`src/rtl/sim_ctrl_pkg.sv`:
```
// sim_ctrl_pkg: shared types and constants for the simulation halt controller.
//   state_e      - controller state encoding (RUN, DRAIN, HALT)
//   HALT_*       - halt_code values reported on halt_code
//   EBREAK_INST  - instruction word that requests the end of simulation
//   cnt_width()  - bit width needed to hold a count 0..max_val (minimum 1)
package sim_ctrl_pkg;

  typedef enum logic [1:0] {
    ST_RUN   = 2'd0,
    ST_DRAIN = 2'd1,
    ST_HALT  = 2'd2
  } state_e;

  typedef logic [1:0] halt_code_t;

  localparam halt_code_t HALT_NONE    = 2'd0;
  localparam halt_code_t HALT_GOOD    = 2'd1;
  localparam halt_code_t HALT_BAD     = 2'd2;
  localparam halt_code_t HALT_TIMEOUT = 2'd3;

  localparam logic [31:0] EBREAK_INST = 32'h0010_0073;

  // Width of a counter that must represent every value in 0..max_val.
  function automatic int unsigned cnt_width(input int unsigned max_val);
    if (max_val < 2) begin
      return 1;
    end
    return $clog2(max_val + 1);
  endfunction

endpackage

```
`src/rtl/sim_wdog.sv`:
```
// sim_wdog: commit watchdog.
//   clk, rst_n   - clock, synchronous active-low reset
//   i_clear      - a commit was seen; restart the idle count
//   i_enable     - count this cycle (controller is in RUN)
//   o_expired_c  - combinational: this cycle is idle cycle number LIMIT
// The counter saturates at LIMIT so it can never wrap if left enabled.
module sim_wdog
  import sim_ctrl_pkg::*;
#(
  parameter int unsigned WIDTH = 11,
  parameter int unsigned LIMIT = 1024
) (
  input  logic clk,
  input  logic rst_n,
  input  logic i_clear,
  input  logic i_enable,
  output logic o_expired_c
);

  logic [WIDTH-1:0] r_cnt;

  // Idle-cycle counter: cleared by commits, frozen when not enabled.
  always_ff @(posedge clk) begin
    if (!rst_n) begin
      r_cnt <= '0;
    end else if (i_clear) begin
      r_cnt <= '0;
    end else if (i_enable && (r_cnt != WIDTH'(LIMIT))) begin
      r_cnt <= r_cnt + WIDTH'(1);
    end
  end

  // Expiry is flagged on the cycle whose increment would reach LIMIT, so the
  // controller halts on exactly the LIMIT-th idle edge.
  assign o_expired_c = i_enable && !i_clear && (r_cnt == WIDTH'(LIMIT - 1));

endmodule

```
`src/rtl/sim_halt_ctrl.sv`:
```
// sim_halt_ctrl: ends a simulation on an ebreak commit or a commit timeout.
//   clk, rst_n    - clock, synchronous active-low reset
//   commit_valid  - one instruction retires this cycle
//   commit_inst   - retiring instruction word
//   commit_pc     - retiring instruction PC
//   gpr_a0        - current architectural x10 value
//   stall_req     - freezes core fetch/commit (DRAIN and HALT)
//   halt          - simulation finished, sticky until reset
//   halt_code     - 0 none, 1 good trap, 2 bad trap, 3 timeout
//   halt_pc       - ebreak PC, or last committed PC on timeout
//   halt_a0       - x10 captured at halt
//   cycle_cnt     - cycles since reset (RUN and DRAIN)
//   inst_cnt      - instructions committed in RUN since reset
module sim_halt_ctrl
  import sim_ctrl_pkg::*;
#(
  parameter int unsigned XLEN         = 64,
  parameter int unsigned DRAIN_CYCLES = 4,
  parameter int unsigned WDOG_CYCLES  = 1024
) (
  input  logic            clk,
  input  logic            rst_n,
  input  logic            commit_valid,
  input  logic [31:0]     commit_inst,
  input  logic [XLEN-1:0] commit_pc,
  input  logic [XLEN-1:0] gpr_a0,
  output logic            stall_req,
  output logic            halt,
  output logic [1:0]      halt_code,
  output logic [XLEN-1:0] halt_pc,
  output logic [XLEN-1:0] halt_a0,
  output logic [63:0]     cycle_cnt,
  output logic [63:0]     inst_cnt
);

  localparam int unsigned DRAIN_W = cnt_width(DRAIN_CYCLES);
  localparam int unsigned WDOG_W  = cnt_width(WDOG_CYCLES);

  state_e              r_state;
  logic [DRAIN_W-1:0]  r_drain_cnt;
  logic [XLEN-1:0]     r_last_pc;
  logic                r_stall;
  logic                r_halt;
  halt_code_t          r_halt_code;
  logic [XLEN-1:0]     r_halt_pc;
  logic [XLEN-1:0]     r_halt_a0;
  logic [63:0]         r_cycle_cnt;
  logic [63:0]         r_inst_cnt;

  logic                w_in_run;
  logic                w_run_commit;
  logic                w_ebreak;
  logic                w_wdog_expired;
  logic                w_drain_done;

  assign w_in_run     = (r_state == ST_RUN);
  assign w_run_commit = w_in_run && commit_valid;
  assign w_ebreak     = w_run_commit && (commit_inst == EBREAK_INST);
  assign w_drain_done = (r_drain_cnt == '0);

  // Idle-commit watchdog: only counts in RUN, any RUN commit restarts it.
  sim_wdog #(
    .WIDTH (WDOG_W),
    .LIMIT (WDOG_CYCLES)
  ) u_wdog (
    .clk         (clk),
    .rst_n       (rst_n),
    .i_clear     (w_run_commit),
    .i_enable    (w_in_run),
    .o_expired_c (w_wdog_expired)
  );

  // Controller FSM with registered outputs and counters.
  always_ff @(posedge clk) begin
    if (!rst_n) begin
      r_state     <= ST_RUN;
      r_drain_cnt <= '0;
      r_last_pc   <= '0;
      r_stall     <= 1'b0;
      r_halt      <= 1'b0;
      r_halt_code <= HALT_NONE;
      r_halt_pc   <= '0;
      r_halt_a0   <= '0;
      r_cycle_cnt <= '0;
      r_inst_cnt  <= '0;
    end else begin
      case (r_state)
        ST_RUN: begin
          r_cycle_cnt <= r_cycle_cnt + 64'd1;
          if (w_run_commit) begin
            r_inst_cnt <= r_inst_cnt + 64'd1;
            r_last_pc  <= commit_pc;
          end
          // An ebreak takes priority over a simultaneous watchdog expiry.
          if (w_ebreak) begin
            r_halt_pc   <= commit_pc;
            r_drain_cnt <= DRAIN_W'(DRAIN_CYCLES);
            r_stall     <= 1'b1;
            r_state     <= ST_DRAIN;
          end else if (w_wdog_expired) begin
            r_halt_pc   <= r_last_pc;
            r_halt_a0   <= gpr_a0;
            r_halt_code <= HALT_TIMEOUT;
            r_halt      <= 1'b1;
            r_stall     <= 1'b1;
            r_state     <= ST_HALT;
          end
        end

        ST_DRAIN: begin
          // Core is stalled: commits are ignored, only time advances.
          r_cycle_cnt <= r_cycle_cnt + 64'd1;
          if (w_drain_done) begin
            r_halt_a0   <= gpr_a0;
            r_halt_code <= (gpr_a0 == '0) ? HALT_GOOD : HALT_BAD;
            r_halt      <= 1'b1;
            r_state     <= ST_HALT;
          end else begin
            r_drain_cnt <= r_drain_cnt - DRAIN_W'(1);
          end
        end

        ST_HALT: begin
          // Absorbing: everything holds until reset.
        end

        default: begin
          r_state <= ST_HALT;
          r_stall <= 1'b1;
        end
      endcase
    end
  end

  assign stall_req = r_stall;
  assign halt      = r_halt;
  assign halt_code = r_halt_code;
  assign halt_pc   = r_halt_pc;
  assign halt_a0   = r_halt_a0;
  assign cycle_cnt = r_cycle_cnt;
  assign inst_cnt  = r_inst_cnt;

endmodule

```
`config.mk`:
```
export PLATFORM = sky130hd
export DESIGN_NAME = sim_halt_ctrl
export DESIGN_NICKNAME = d
export VERILOG_FILES = /design/src/rtl/sim_ctrl_pkg.sv /design/src/rtl/sim_wdog.sv /design/src/rtl/sim_halt_ctrl.sv
export SDC_FILE = /design/constraint.sdc
export NUM_CORES = 1
export LEC_CHECK = 0
export ABC_AREA = 1
export BUFFER_PORTS_ARGS = -buffer_cell sky130_fd_sc_hd__buf_2
export CORE_UTILIZATION = 30
export CTS_CLUSTER_SIZE = 20
export DETAILED_ROUTE_END_ITERATION = 16
export MAX_ROUTING_LAYER = met4
export PLACE_DENSITY = 0.55
export SYNTH_ARGS = -nofsm -noshare
export SYNTH_HDL_FRONTEND = slang
export SYNTH_SLANG_ARGS = --single-unit
export TNS_END_PERCENT = 30
```
`constraint.sdc`:
```
create_clock -name clk -period 1.86 [get_ports clk]
set_clock_uncertainty 0.15 [all_clocks]
set_input_delay 0 -clock clk [delete_from_list [all_inputs] [get_ports clk]]
set_output_delay 0 -clock clk [all_outputs]
set_load 0.1 [all_outputs]
```
# [Word-level counts from Yosys, hierarchy flattened]
# Cells that the tools add are included.
[totals] out_inout_bits=260 register_bits=340 elab_cells=73
[classes] muxes=24 addsub=4 bitwise=3 eq_ne=11 n_reduce_logical=20
[op_table] operator="two-way mux 64 bit" n=5
[op_table] operator="adder 64 x 1 -> 64 bit, second input constant" n=2
[op_table] operator="one-hot mux 64 bit (2 select lines)" n=1
[op_table] operator="logical NOT 64 bit" n=1
[op_table] operator="equality test 32 x 21 -> 1 bit, second input constant" n=1
[op_table] operator="two-way mux 2 bit" n=7
[op_table] operator="adder 11 x 1 -> 11 bit, second input constant" n=1
[op_table] operator="equality test 11 x 10 -> 1 bit, second input constant" n=1
[op_table] operator="inequality test 11 bit, second input constant" n=1
[op_table] operator="inequality test 2 bit, second input constant" n=5
[op_table] operator="two-way mux 3 bit" n=2
[op_table] operator="one-hot mux 2 bit (3 select lines)" n=1
[op_table] operator="one-hot mux 3 bit (2 select lines)" n=1
[op_table] operator="AND reduction 2 bit" n=3
[op_table] operator="AND reduction 3 bit" n=2
[op_table] operator="OR reduction 2 bit" n=3
[op_table] operator="logical AND 1 bit" n=5
[op_table] operator="two-way mux 1 bit" n=4
[op_table] operator="one-hot mux 1 bit (2 select lines)" n=2
[op_table] operator="one-hot mux 2 bit (2 select lines)" n=1
[op_table] operator="AND reduction 4 bit" n=1
[op_table] operator="nonzero test 2 bit" n=2
[op_table] operator="logical NOT 3 bit" n=1
[op_table] operator="inequality test 3 bit, second input constant" n=1
[op_table] operator="6 further kinds" n=8

# [Depth between registers and ports, before layout]
[logic_depth] depth_word=8 mapped_depth=14 depth_no_buf=14

# [Modules after synthesis]
# From an unflattened synthesis, not the netlist that was laid out.
[unflattened] cells_unflattened=2614 area_unflattened_um2=16454.5
[by_module_without_submodules] module="sim_halt_ctrl" area_per_inst_um2=15770.1 instances=1 seq_area_each_um2=6586.3 cells_each=2508
[by_module_without_submodules] module="sim_wdog" area_per_inst_um2=684.4 instances=1 seq_area_each_um2=220.2 cells_each=106

# [Worst setup path before layout]
# No wires, ideal clock.
[synth_timing] path_kind="register to register" startpoint="register r_cycle_cnt[0], in the netlist cycle_cnt[0]" endpoint="register r_cycle_cnt[36], in the netlist cycle_cnt[36]" setup_time_ns=0.131 period_less_slack_ns=2.619 arrival_ns=2.338 path_stages_with_launch=10 required_time_ns=1.579 path_slack_ns=-0.759 cell_sequence="dfxtp_1 ha_1 nand3_1 nor2_1 nand3_1 nor2_1 nand2_1 nor2_2 nand2_1 nor3b_1"
[synth_between] elab_chain_cells=1
[synth_rtl] element="from (decl)" line_no="sim_halt_ctrl.sv:47" source="logic [63:0] r_cycle_cnt;"
[synth_rtl] element="from (signal assigned)" line_no="sim_halt_ctrl.sv:89" source="r_cycle_cnt <= r_cycle_cnt + 64'd1;"
[synth_rtl] element="from (signal assigned)" line_no="sim_halt_ctrl.sv:112" source="r_cycle_cnt <= r_cycle_cnt + 64'd1;"
[synth_rtl] element="adder 64 x 1 -> 64 bit" line_no="sim_halt_ctrl.sv:89, sim_halt_ctrl.sv:112"
# Every way passes these cells.
# A chain may end at the register's enable or synchronous reset.

# [Worst setup path after layout]
[layout_timing] startpoint="register r_state[0]" endpoint="register r_cycle_cnt[56], in the netlist cycle_cnt[56]"
[layout_between] elab_chain_cells=2 word_cells_on_any_way=3 cone_classes="eq/ne (1); reduce/logical (2)"
[layout_rtl] element="from (decl)" line_no="sim_halt_ctrl.sv:39" source="state_e r_state;"
[layout_rtl] element="from (signal assigned)" line_no="sim_halt_ctrl.sv:76" source="r_state <= ST_RUN;"
[layout_rtl] element="from (signal assigned)" line_no="sim_halt_ctrl.sv:99" source="r_state <= ST_DRAIN;"
[layout_rtl] element="from (signal assigned)" line_no="sim_halt_ctrl.sv:106" source="r_state <= ST_HALT;"
[layout_rtl] element="equality test 2 x 1 -> 1 bit or logical NOT 2 bit (tied branches)" line_no="sim_halt_ctrl.sv:87" source="case (r_state)"
[layout_rtl] element="OR reduction 2 bit (no line) *"
# Every way passes the cells marked *; elsewhere a longest branch is shown, timed or not.

==> results.sh <==
export IMPL_slew_headroom_pct=64.08
export IMPL_setup_viol=199
export IMPL_yosys_area_share_adder_pct=0.7053
export IMPL_hpwl_um=41040
export IMPL_layout_drive_gt1_share_pct=31.80
export IMPL_rsz0062_at_grt="true"
export IMPL_cp_arrival_ns=2.33
export IMPL_drc=1
export IMPL_async_flop_share_pct=0
export IMPL_synth_edff_count=0
export IMPL_clkPwrFrac_pct=32.7
export IMPL_grt_pass1_wl_um=92270
export IMPL_outcome="finished with violations"
export IMPL_fp_dieH_um=232.7
export IMPL_grt_usage_pct=21.83
export IMPL_final_max_slew_viol_count=0
export IMPL_first_pass_iters=12
export IMPL_ir_worst_vdd_v=0.0008779
export IMPL_routed_wl_um=60760
export IMPL_syn_instance_count=2433
export IMPL_dp_slack_ns=-0.3046
export IMPL_area_delta_synth_final_pct=55.03
export IMPL_dieArea_um2=54140
export IMPL_synth_compound_area_share_pct=14.55
export IMPL_place_gp_congestion=0.9156
export IMPL_start_util_pct=30.38
export IMPL_yosysSeqAreaShare_pct=42.63
export IMPL_synth_top_family_by_area="simple AND/OR/NAND/NOR gates"
export IMPL_post_route_util_pct=47.10
export IMPL_io_pins=423
export IMPL_ant_nets=0
export IMPL_worstMarginPinSlew_ns=0.5425
export IMPL_cp_cell_sequence="buf_4, ha_4, nor2_2, buf_12, clkinvlp_4, buf_6, buf_4, buf_4, nand3_1, nor3_1, a21oi_1, nor2_1"
export IMPL_clockBufferDepth=3
export IMPL_power_density_nw_per_um2=1053
export IMPL_total_power_uw=26060
export IMPL_row_count=84
export IMPL_hold_viol_final=0
export IMPL_crit_path_top_delay_cell="dfxtp_2"
export IMPL_gr_total_overflow=0
export IMPL_synthXorXnorAreaFrac_pct=1.426
export IMPL_synth_cell_types=39
export IMPL_yosysWarnings=0
export IMPL_antenna_found_initial=5
export IMPL_p_comb_share_pct=34.6
export IMPL_seqPwrFrac_pct=32.7
export IMPL_final_common_cell="nor2_1"
export IMPL_grt_pass1_vias=17680
export IMPL_fin_crit_ns=2.050
export IMPL_p_int_uw=16120
export IMPL_violations="DRC, setup timing"
export IMPL_drt_iter0_drc=1115
export IMPL_critPathKind="reg2reg"
export IMPL_grt_max_degree=105
export IMPL_hold_class="in2reg"
export IMPL_clock_latency_ns=0.55
export IMPL_die_w_um=232.7
export IMPL_clkTransAtPathRegs_ns=0.06
export IMPL_vias=18530
export IMPL_syn_avg_cell_area_um2=6.562
export IMPL_port_buffers=422
export IMPL_cts_htree_levels=2
export IMPL_crit_path_frequent_cell="buf_4"
export IMPL_fin_ws_ns=-0.1900
export IMPL_swShare_pct=38.15
export IMPL_finalCritPeriodShare_pct=110.2
export IMPL_max_stage_delay_ns=0.34
export IMPL_syn_num_nets=2605
export IMPL_switchingPower_uw=9944
export IMPL_worst_setup_path_start_kind="flop"
export IMPL_cts_tree="built"
export IMPL_synthMuxAreaShare_pct=0
export IMPL_cp_max_fo=6
export IMPL_max_clock_freq_mhz=487.8
export IMPL_cts_root_buf="clkbuf_16"
export IMPL_ys_ff_latch=340
export IMPL_synth_area_um2=15970
export IMPL_core_area_um2=52550
export IMPL_vias_per_cell=4.793
export IMPL_synth_simple_area_share_pct=31.91
export IMPL_nNetsFinal=3312
export IMPL_crit_required_ns=2.14
export IMPL_wl_per_cell_um=15.72
export IMPL_clkSinkCount=340
export IMPL_maxCapViolCount=0
export IMPL_cellLeakagePower_uw=0.01091
export IMPL_layout_common_cells="nor2_1 (524), buf_2 (421), nand2_1 (405), inv_1 (246), dfxtp_1 (216)"
export IMPL_numCtsBuffers=42
export IMPL_synth_main_ff_cell="dfxtp_1"
export IMPL_cp_end_kind="flop"
[critical path, delay by kind of cell, from the launching register on]
kind | cells | cell delay (ns)
DFF | 1 | 0.34
adders and majority gates | 1 | 0.16
and+or+nand+nor | 4 | 0.29
buffers and inverters | 6 | 0.84
AOI/OAI and AO/OA | 1 | 0.14
[worst paths after layout]
| path | slack, ns | depth (start not counted) | from | to |
|---|---|---|---|---|
| setup / recovery | -0.19 | 12 | r_state[0] | cycle_cnt[56] |
| hold / removal | 0.03 | 9 | commit_inst[26] | r_state[0] |
| setup reg to reg | -0.19 | 12 | r_state[0] | cycle_cnt[56] |
| hold reg to reg | 0.30 | 2 | r_last_pc[6] | r_last_pc[6] |
[sequential cells by signal (all words and copies together) (netlist names)]
register,count
cycle_cnt,64
halt_a0,64
halt_pc,64
inst_cnt,64
r_last_pc,64
u_wdog.r_cnt,11
r_drain_cnt,3
halt_code,2
r_state,2
halt,1
stall_req,1
[Yosys cell counts (2+ instances only)]
master | count | area, um2
nor2_1 | 591 | 2218
buf_4 | 9 | 67.56
and2_1 | 3 | 18.77
xor2_1 | 17 | 148.9
nor2_2 | 13 | 81.33
o21ai_1 | 58 | 290.3
nand2_2 | 3 | 18.77
nor3_1 | 41 | 205.2
xnor2_1 | 9 | 78.83
nor3_2 | 2 | 20.02
dfxtp_1 | 340 | 6807
nand3b_1 | 5 | 37.54
o21ai_0 | 254 | 1271
clkbuf_2 | 3 | 15.01
ha_1 | 9 | 112.6
nand2_1 | 429 | 1610
buf_2 | 19 | 95.09
o21a_1 | 4 | 30.03
or2_2 | 4 | 25.02
nor2_4 | 3 | 33.78
inv_2 | 2 | 7.510
nand3_1 | 95 | 475.5
nor3b_1 | 3 | 22.52
a31oi_1 | 2 | 12.51
buf_1 | 10 | 37.54
nor4_1 | 2 | 12.51
clkbuf_1 | 55 | 206.5
inv_1 | 259 | 972.2
a21oi_1 | 135 | 675.7
nand4_1 | 45 | 281.5
[power by group through the flow]
stage	clock network, uW	registers, uW	logic, uW
3_5_place_dp	0	8610	7100
4_1_cts	8750	8480	8160
2_1_floorplan	0	11600	2270
3_3_place_gp	0	8580	7020
5_1_grt	9040	8620	9520
6_report	8520	8530	9010
[cell families (layout without fill, tap and decap cells)]
family	Yosys count	after routing
buffers and inverters	357	1097
adders and majority gates	9	9
and+or+nand+nor	1243	1243
AOI/OAI and AO/OA	458	458
xor gates and xnor gates	26	26
other	0	5
DFF	340	340
[final cells by class]
| class | instances | area [um2] |
|---|---|---|
| Antenna cell | 5 | 12.51 |
| Clock buffer | 56 | 1185 |
| Clock inverter | 21 | 234.0 |
| Fill cell | 5217 | 27800 |
| Inverter | 261 | 1001 |
| Multi-Input combinational cell | 1736 | 8596 |
| Sequential cell | 340 | 7152 |
| Tap cell | 688 | 860.8 |
| Timing Repair Buffer | 759 | 5710 |
[timing repair]
action	in CTS	in global routing
pin swaps	44	90
endpoints found under the hold margin	292	0
endpoints found under the setup margin	292	298
hold buffers	145	0
resized for setup	153	173
buffers inserted	23	14
gates cloned	9	12
[per-layer routing]
metal	global-route usage (%)	vias up	part of all wire [%]
met2	36.05	644	48
met1	26.34	8532	43
met5	-	-	0
met4	8.068	0	3.3
met3	4.044	141	6.4
li1	-	9214	-
[per-stage QoR]
| step | area [um2] | std cells | hold WS [ns] | TNS (ns) |
|---|---|---|---|---|
| 3_3_place_gp | 20280 | 3584 | 0.08835 | -35.94 |
| 2_1_floorplan | 16450 | 2433 | -0.01509 | -4.119 |
| 4_1_cts | 23910 | 3837 | 0.001739 | -22.18 |
| 3_5_place_dp | 20280 | 3584 | 0.09426 | -47.19 |
| 5_1_grt | 24750 | 3866 | 0.05990 | -47.09 |
| 6_report | 24750 | 3866 | 0.03126 | -19.93 |
(Power assumes the default switching activity.)
